$ cat src/rtl/scalar_wb_arbiter_pkg.sv
// Shared constants for the scalar write-back arbiter: register-file command codes,
// requester indices and a width helper for encoded grant indices.
package scalar_wb_arbiter_pkg;

    localparam logic [1:0] SCALAR_RF_NOP   = 2'b00;
    localparam logic [1:0] SCALAR_RF_WRITE = 2'b01;

    localparam int WB_REQ_ALU  = 0;
    localparam int WB_REQ_LOAD = 1;
    localparam int WB_REQ_VEC  = 2;

    function automatic int idx_width(input int n);
        return (n > 1) ? $clog2(n) : 1;
    endfunction

endpackage

$ cat src/rtl/scalar_wb_arbiter_rr_arbiter.sv
// Combinational round-robin arbiter: searches from last_grant+1, wrapping modulo
// NUM_REQ, and returns the first active request as one-hot plus encoded index.
module rr_arbiter
    import scalar_wb_arbiter_pkg::*;
#(
    parameter int NUM_REQ = 3,
    parameter int IDX_W   = idx_width(NUM_REQ)
) (
    input  logic [NUM_REQ-1:0] req,
    input  logic [IDX_W-1:0]   last_grant,
    output logic [NUM_REQ-1:0] grant,
    output logic [IDX_W-1:0]   grant_idx
);

    logic             found;
    logic [IDX_W-1:0] idx;

    always_comb begin
        grant     = '0;
        grant_idx = '0;
        found     = 1'b0;
        idx       = '0;
        for (int k = 1; k <= NUM_REQ; k++) begin
            idx = IDX_W'((int'(last_grant) + k) % NUM_REQ);
            if (!found && req[idx]) begin
                found      = 1'b1;
                grant[idx] = 1'b1;
                grant_idx  = idx;
            end
        end
    end

endmodule

$ cat src/rtl/scalar_wb_arbiter.sv
// Round-robin sharing of the scalar register-file write port, with a registered
// output stage and a 32-entry pending-write scoreboard for decode hazard checks.
module scalar_wb_arbiter
    import scalar_wb_arbiter_pkg::*;
#(
    parameter int SCALAR_REG_LEN = 64,
    parameter int NUM_REQ        = 3
) (
    input  logic                          clk,
    input  logic                          rst,
    input  logic                          rdy_in,
    input  logic [NUM_REQ-1:0]            req_valid,
    input  logic [5*NUM_REQ-1:0]          req_rd,
    input  logic [SCALAR_REG_LEN*NUM_REQ-1:0] req_data,
    output logic [NUM_REQ-1:0]            req_ready,
    input  logic                          issue_valid,
    input  logic [4:0]                    issue_rd,
    input  logic [4:0]                    query_rs1,
    input  logic [4:0]                    query_rs2,
    input  logic [4:0]                    query_rd,
    output logic                          rs1_busy,
    output logic                          rs2_busy,
    output logic                          rd_busy,
    output logic [1:0]                    rf_signal,
    output logic [4:0]                    wb_rd,
    output logic [SCALAR_REG_LEN-1:0]     wb_data,
    output logic                          write_back_enabled
);

    localparam int IDX_W = idx_width(NUM_REQ);

    // Handshake: requester i transfers in a cycle where req_valid[i] && req_ready[i].
    // req_ready is one-hot and may depend on req_valid; requesters hold rd/data
    // stable and must not make req_valid depend on req_ready.

    logic [NUM_REQ-1:0]        req_gated;
    logic [NUM_REQ-1:0]        grant;
    logic [IDX_W-1:0]          grant_idx;
    logic [IDX_W-1:0]          last_grant;
    logic                      transfer;
    logic [4:0]                sel_rd;
    logic [SCALAR_REG_LEN-1:0] sel_data;
    logic [31:0]               busy;
    logic [31:0]               busy_next;

    assign req_gated = (rst && rdy_in) ? req_valid : '0;

    rr_arbiter #(
        .NUM_REQ(NUM_REQ),
        .IDX_W  (IDX_W)
    ) u_rr_arbiter (
        .req       (req_gated),
        .last_grant(last_grant),
        .grant     (grant),
        .grant_idx (grant_idx)
    );

    assign req_ready = grant;
    assign transfer  = |grant;

    always_comb begin
        sel_rd   = '0;
        sel_data = '0;
        for (int i = 0; i < NUM_REQ; i++) begin
            if (grant[i]) begin
                sel_rd   = sel_rd | req_rd[5*i +: 5];
                sel_data = sel_data | req_data[SCALAR_REG_LEN*i +: SCALAR_REG_LEN];
            end
        end
    end

    // Clear is applied first so a same-edge issue to the committing register wins.
    always_comb begin
        busy_next = busy;
        if (write_back_enabled) begin
            busy_next[wb_rd] = 1'b0;
        end
        if (issue_valid && (issue_rd != 5'd0)) begin
            busy_next[issue_rd] = 1'b1;
        end
        busy_next[0] = 1'b0;
    end

    always_ff @(posedge clk) begin
        if (!rst) begin
            busy               <= '0;
            last_grant         <= IDX_W'(NUM_REQ - 1);
            write_back_enabled <= 1'b0;
            rf_signal          <= SCALAR_RF_NOP;
            wb_rd              <= '0;
            wb_data            <= '0;
        end else if (rdy_in) begin
            busy <= busy_next;
            if (transfer) begin
                last_grant <= grant_idx;
            end
            if (transfer && (sel_rd != 5'd0)) begin
                write_back_enabled <= 1'b1;
                rf_signal          <= SCALAR_RF_WRITE;
                wb_rd              <= sel_rd;
                wb_data            <= sel_data;
            end else begin
                write_back_enabled <= 1'b0;
                rf_signal          <= SCALAR_RF_NOP;
            end
        end
    end

    assign rs1_busy = busy[query_rs1];
    assign rs2_busy = busy[query_rs2];
    assign rd_busy  = busy[query_rd];

endmodule

$ cat config.mk
export PLATFORM = sky130hd
export DESIGN_NAME = scalar_wb_arbiter
export DESIGN_NICKNAME = d
export VERILOG_FILES = /design/src/rtl/scalar_wb_arbiter_pkg.sv /design/src/rtl/scalar_wb_arbiter_rr_arbiter.sv /design/src/rtl/scalar_wb_arbiter.sv
export SDC_FILE = /design/constraint.sdc
export NUM_CORES = 1
export LEC_CHECK = 0
export CAP_MARGIN = 5
export CORE_MARGIN = 3
export CORE_UTILIZATION = 38
export CTS_CLUSTER_SIZE = 12
export DETAILED_ROUTE_END_ITERATION = 10
export HOLD_SLACK_MARGIN = 0.12
export PLACE_DENSITY = 0.78
export REMOVE_ABC_BUFFERS = 1
export SYNTH_ARGS = -nofsm -noshare
export SYNTH_HDL_FRONTEND = slang
export SYNTH_SLANG_ARGS = --single-unit
$ cat constraint.sdc
create_clock -name clk -period 4.2 [get_ports clk]
set_clock_uncertainty 0.05 [all_clocks]
set_input_delay 0.63 -clock clk [delete_from_list [all_inputs] [get_ports clk]]
set_output_delay 0.63 -clock clk [all_outputs]
set_load 0.05 [all_outputs]
# Word level (Yosys, flattened, before mapping)
# Index checks and enable logic that the tools add are counted.
[word_totals]
regBits = 105
output_inout_bits = 78
word_cells = 92
[classes]
n_addsub = 3
div = 3
order_cmp = 13
mux = 41
bitwise = 9
reduce_logical = 17
[ops]
columns = ["op", "n"]
rows = [
  ["$mux 64", 3],
  ["$or 64x64->64", 2],
  ["$mod 32x3->32 const B", 3],
  ["$mux 32", 2],
  ["$and 32x32->32", 1],
  ["$not 32->32", 1],
  ["$or 32x32->32", 1],
  ["$lt 5x6->1 const B", 5],
  ["$bmux 1 s5", 3],
  ["$mux 1", 15],
  ["$mux 5", 3],
  ["$mux 3", 4],
  ["$demux 1 s5", 2],
  ["$ge 5x1->1 const B", 2],
  ["$logic_and 1x1->1", 10],
  ["$or 5x5->5", 2],
  ["$reduce_bool 5->1", 2],
  ["$lt 2x3->1 const B", 3],
  ["$add 2x2->3 const B", 2],
  ["$bmux 1 s2", 3],
  ["$demux 1 s2", 3],
  ["$ge 2x1->1 const B", 3],
  ["$mux 2", 3],
  ["$or 3x3->3", 2],
  ["other kinds (4)", 6],
]

# Longest topological paths before layout
# Gate-level depths: netlist of run 1.
[logic_depth]
depth_word = 19
mapped_depth = 13
mapped_depth_nobuf = 10

# By module
# From an unflattened synthesis of run 1, not the netlist that was laid out.
[unflattened]
hier_cells = 636
hier_area_um2 = 5745.5
[modules_own_cells]
columns = ["mod", "instances", "cells_each", "area_per_inst_um2", "seq_area_each_um2"]
rows = [
  ["scalar_wb_arbiter", 1, 601, 5465.2, 2062.0],
  ["rr_arbiter", 1, 35, 280.3, 0.0],
]

# Worst setup path after synthesis of run 1
# No wires, ideal clock.
[synth_path]
kind = "input -> output"
startpoint = "in query_rd[0]"
endpoint = "out rd_busy"
arrival_time_ns = 2.435
required_ns = 3.520
setup_slack_ns = 1.085
cell_stages = 4
n_path_buf = 1
cell_sequence = "clkbuf_1 -> mux4_2 -> mux4_2 -> mux2_2"
[synth_via]
elab_chain_cells = 2
[synth_rtl]
columns = ["item", "line_no", "text"]
rows = [
  ["from (decl)", "scalar_wb_arbiter.sv:20", "input logic [4:0] query_rd,"],
  ["$bmux 1 s5", "scalar_wb_arbiter.sv:111", "assign rd_busy = busy[query_rd];"],
  ["$mux 1 (not written as such)", "scalar_wb_arbiter.sv:111", ""],
  ["to (decl)", "scalar_wb_arbiter.sv:23", "output logic rd_busy,"],
]
# Every way passes these cells. The select of a mux whose other input is x is not followed.

# Worst setup path after layout of run 1
[layout_path]
startpoint = "reg last_grant[0]"
endpoint = "out req_ready[2]"
[layout_via]
elab_chain_cells = 11
elab_cells_between_ends = 38
[layout_rtl]
columns = ["item", "line_no", "text"]
rows = [
  ["from (decl)", "scalar_wb_arbiter.sv:39", "logic [IDX_W-1:0] last_grant;"],
  ["from (signal assigned)", "scalar_wb_arbiter.sv:87", "last_grant <= IDX_W'(NUM_REQ - 1);"],
  ["from (signal assigned)", "scalar_wb_arbiter.sv:95", "last_grant <= grant_idx;"],
  ["$add 2x1->3", "scalar_wb_arbiter_rr_arbiter.sv:24", "idx = IDX_W'((int'(last_grant) + k) % NUM_REQ);"],
  ["$mod 32x3->32", "scalar_wb_arbiter_rr_arbiter.sv:24", ""],
  ["$lt 2x3->1 (not written as such) (tied with other cells)", "scalar_wb_arbiter_rr_arbiter.sv:27", "grant[idx] = 1'b1;"],
  ["$logic_and 1x1->1 (not written as such) or $mux 1 (tied branches)", "scalar_wb_arbiter_rr_arbiter.sv:27, scalar_wb_arbiter_rr_arbiter.sv:25", ""],
  ["$mux 1 (on tied branches)", "scalar_wb_arbiter_rr_arbiter.sv:27, scalar_wb_arbiter_rr_arbiter.sv:25", ""],
  ["$demux 1 s2 or $logic_not 1->1 (tied branches)", "n/a", ""],
  ["$mux 3 or $logic_and 1x1->1 (tied branches)", "scalar_wb_arbiter_rr_arbiter.sv:25", "if (!found && req[idx]) begin"],
  ["$or 3x3->3 (no line) or $mux 1 (tied branches)", "n/a", ""],
  ["$mux 3 or $logic_not 1->1 (tied branches)", "scalar_wb_arbiter_rr_arbiter.sv:25", ""],
  ["$or 3x3->3 (no line) or $logic_and 1x1->1 (tied branches)", "n/a", ""],
  ["$mux 3 (*)", "scalar_wb_arbiter_rr_arbiter.sv:25", ""],
  ["to (decl)", "scalar_wb_arbiter.sv:15", "output logic [NUM_REQ-1:0] req_ready,"],
]
# Mark *: on every way between the ends. The rest lies on a longest branch, timed or not. The select of a mux whose other input is x is not followed.

==> results of run 1 <==
## cell usage in the layout, fill, tap and decap left out, drive strengths merged, types with 5 or more instances in the layout
| cell type | count |
|---|---|
| mux4 | 27 |
| mux2 | 7 |
| nand2b | 5 |
| buf | 20 |
| nand2 | 49 |
| o21ai | 37 |
| nand4 | 5 |
| clkdlybuf4s50 | 303 |
| clkbuf | 10 |
| nor2 | 9 |
| dfxtp | 103 |
| a222oi | 69 |
| and2 | 7 |
| inv | 5 |
| a21boi | 34 |
| a21oi | 68 |
| o31ai | 64 |
## worst max-delay path by stage
| stage | end | depth (start not counted) | slack (ns) | from |
|---|---|---|---|---|
| floorplan | wb_data[24]$_SDFFE_PN0P_ | 10 | -1.79 | last_grant[0]$_SDFFE_PN0P_ |
| global placement | wb_data[24]$_SDFFE_PN0P_ | 10 | 0.50 | rdy_in |
| detailed placement | wb_data[5]$_SDFFE_PN0P_ | 10 | 0.33 | rdy_in |
| CTS | req_ready[2] | 8 | 0.32 | last_grant[0]$_SDFFE_PN0P_ |
| global route | req_ready[2] | 8 | 0.15 | last_grant[0]$_SDFFE_PN0P_ |
| finish | req_ready[2] | 8 | 0.32 | last_grant[0]$_SDFFE_PN0P_ |
## where the power goes
group          total, mW  switching [mW]  internal (mW)
combinational       1.94            1.22          0.722
clock              0.999           0.396          0.604
sequential          1.27           0.114           1.15
total               4.21            1.73           2.48
## sequential cells by signal (all words and copies together) (netlist names)
signal      flops
wb_rd           5
last_grant      2
busy           31
rf_signal       1
wb_data        64
## layout make-up
cell class | instances | area [µm²]
antenna | 1 | 2.50
fill | 1224 | 5430
timing repair buffer | 323 | 3230
multi-input combinational | 428 | 3380
sequential | 103 | 2060
clock inverter | 6 | 116
inverter | 4 | 15.0
tap | 184 | 230
clock buffer | 10 | 239
## tightest hold or removal path, stage by stage (launching register included)
cell and delay (ns):
dfxtp_1 0.33, o21ai_0 0.07, a21boi_0 0.07
## routing by layer
metal | GRT usage (%) | vias to the layer above | part of all wire [%]
met1 | 31.9 | 3110 | 35
met4 | 10.4 | 8 | 4.1
met3 | 9.73 | 67 | 9.6
li1 | - | 2982 | -
met5 | 0 | - | 0.23
met2 | 47.1 | 368 | 51
## stage by stage
| step | util, % | hold WS (ns) | setup WS (ns) | cells |
|---|---|---|---|---|
| floorplan | - | 0.423 | -1.79 | 535 |
| global placement | 60.6 | 0.445 | 0.498 | 1042 |
| detailed placement | 60.6 | 0.456 | 0.332 | 1042 |
| CTS | 63.1 | 0.466 | 0.318 | 1058 |
| global route | 63.1 | 0.490 | 0.154 | 1059 |
| finish | 63.1 | 0.467 | 0.324 | 1059 |
## logic make-up after synthesis
logic type               synth area share, %
AO/OA/AOI/OAI                           35.3
buffers and inverters                   6.36
multiplexers                            12.4
adder cells (fa/ha/maj)                0.865
other                                 0.0648
AND/OR/NAND/NOR                         9.34
flip-flops                              35.6
==> results.toml, run 1 <==
[route]
dr_total_vias = 6535
drtPass1Iterations = 9
drc_errors = 0
drt_iter0_drc = 705
wl_per_cell_um = 22.8
post_drt_via_cell_ratio = 6.17
wl_um = 24200
ant_nets = 0

[placed_design]
hpwl_um = 17900
placed_area_um2 = 8910
portBuffers = 310
gp_congestion = 0.908

[timing]
setup-tns-final_ns = 0
final_hold_viol_count = 0
tightest_slew_ns = 1.05
fin_crit_sh_pct = 92.3
grt_setup_unrepaired = "no"
max_slew_margin_pct = 30.0
final_max_slew_viol_count = 0
min_period_ns = 3.88
setup_violations = 0
fmax_ghz = 0.258

[global_route]
grt-ovfl-total = 0
grt_pass1_wl_um = 35700
grt_max_degree = 104
track_usage_pct = 27.6
grt_pass1_vias = 6344
antenna_found_initial = 5

[die]
dieArea_um2 = 16700
die_y_um = 129
initial_core_util_pct = 39.4
core_um2 = 14700
ios = 312
rows = 44
die_x_um = 129

[logic_synthesis]
yosysSeqAreaShare_pct = 35.6
syn_inst = 603
synth_edf_count = 0
yosys_warnings = 0
synth_flop_cell = "dfxtp_1"
synth_top_area_share_pct = 35.6
synth_top_area_cell = "dfxtp_1"
syn_area_um2 = 5780
ys_ff_latch = 103
yosys.cell_types.count = 41
async_flop_share_pct = 0
avgSynthCellArea_um2 = 9.59
synth_most_common_cell = "dfxtp_1"
yosys-top-cells-area = "dfxtp_1, a222oi_1, mux4_2"
synthTopCellsByCount = "dfxtp_1, a222oi_1, a21oi_1"

[layout]
final_area_um2 = 9270
finalNetCount = 1107
drive_above_1_share_pct = 9.50
syn_to_final_growth_pct = 60.3

[power]
pwr_density_cell_nw_per_um2 = 454
p_total_mw = 4.21
p_leak_nw = 3.23
peakVddDrop_uv = 285

[worst_setup_path]
rr_endpoint = "wb_data[32]$_SDFFE_PN0P_"
worstPathCellList = "inv_1, ha_1, mux2i_1, o32ai_2, or2_1, o21ai_4, buf_4, buf_12"
reg2reg_from = "last_grant[0]$_SDFFE_PN0P_"
crit_fanout = 60
cp_slowest_stage_delay_ns = 0.63
critPathKind = "reg -> out"
end_kind = "output pin"
cp_top_family = "buffers and inverters"
crit_arrival_ns = 3.20
critPathBufInv = 3
rrSetupSlack_ns = 0.68
ff2ff_path_depth = 11
cp_slowest_cell = "buf_4"
critPathRequiredTime_ns = 3.52
worstSetupStartpointType = "register"

[clocking]
htree_levels = 3
cts_root_buf = "clkbuf_16"
clock_path_buffers = 2
clock_latency_ns = 0.35
postCtsSetupBuffers = 0
cts_resized = 0
path_clk_slew_ns = 0.07
clock-sinks = 103
cts_inserted_buffers = 9
cts_tree = "built"
cts_hold_buffers = 0

[min_path]
min_to = "busy[21]$_SDFFE_PN0P_"
hp-start = "busy[21]$_SDFFE_PN0P_"
hold-path-cell-count = 2
worstHoldPathType = "reg -> reg"

[run_status]
outcome = "complete, no violations"

[job]
cap_violations = 0
Note: power is estimated with default switching activity, not from simulation.
==> run 2: changes to the inputs <==
- SKIP_LAST_GASP: default -> 1
==> results of run 2 <==
The final DEF is identical to that of run 1; final timing and power are the same.
==> run 3: changes to the inputs <==
- SKIP_LAST_GASP: 1 -> default
==> results of run 3 <==
The final DEF is identical to that of run 1; final timing and power are the same.
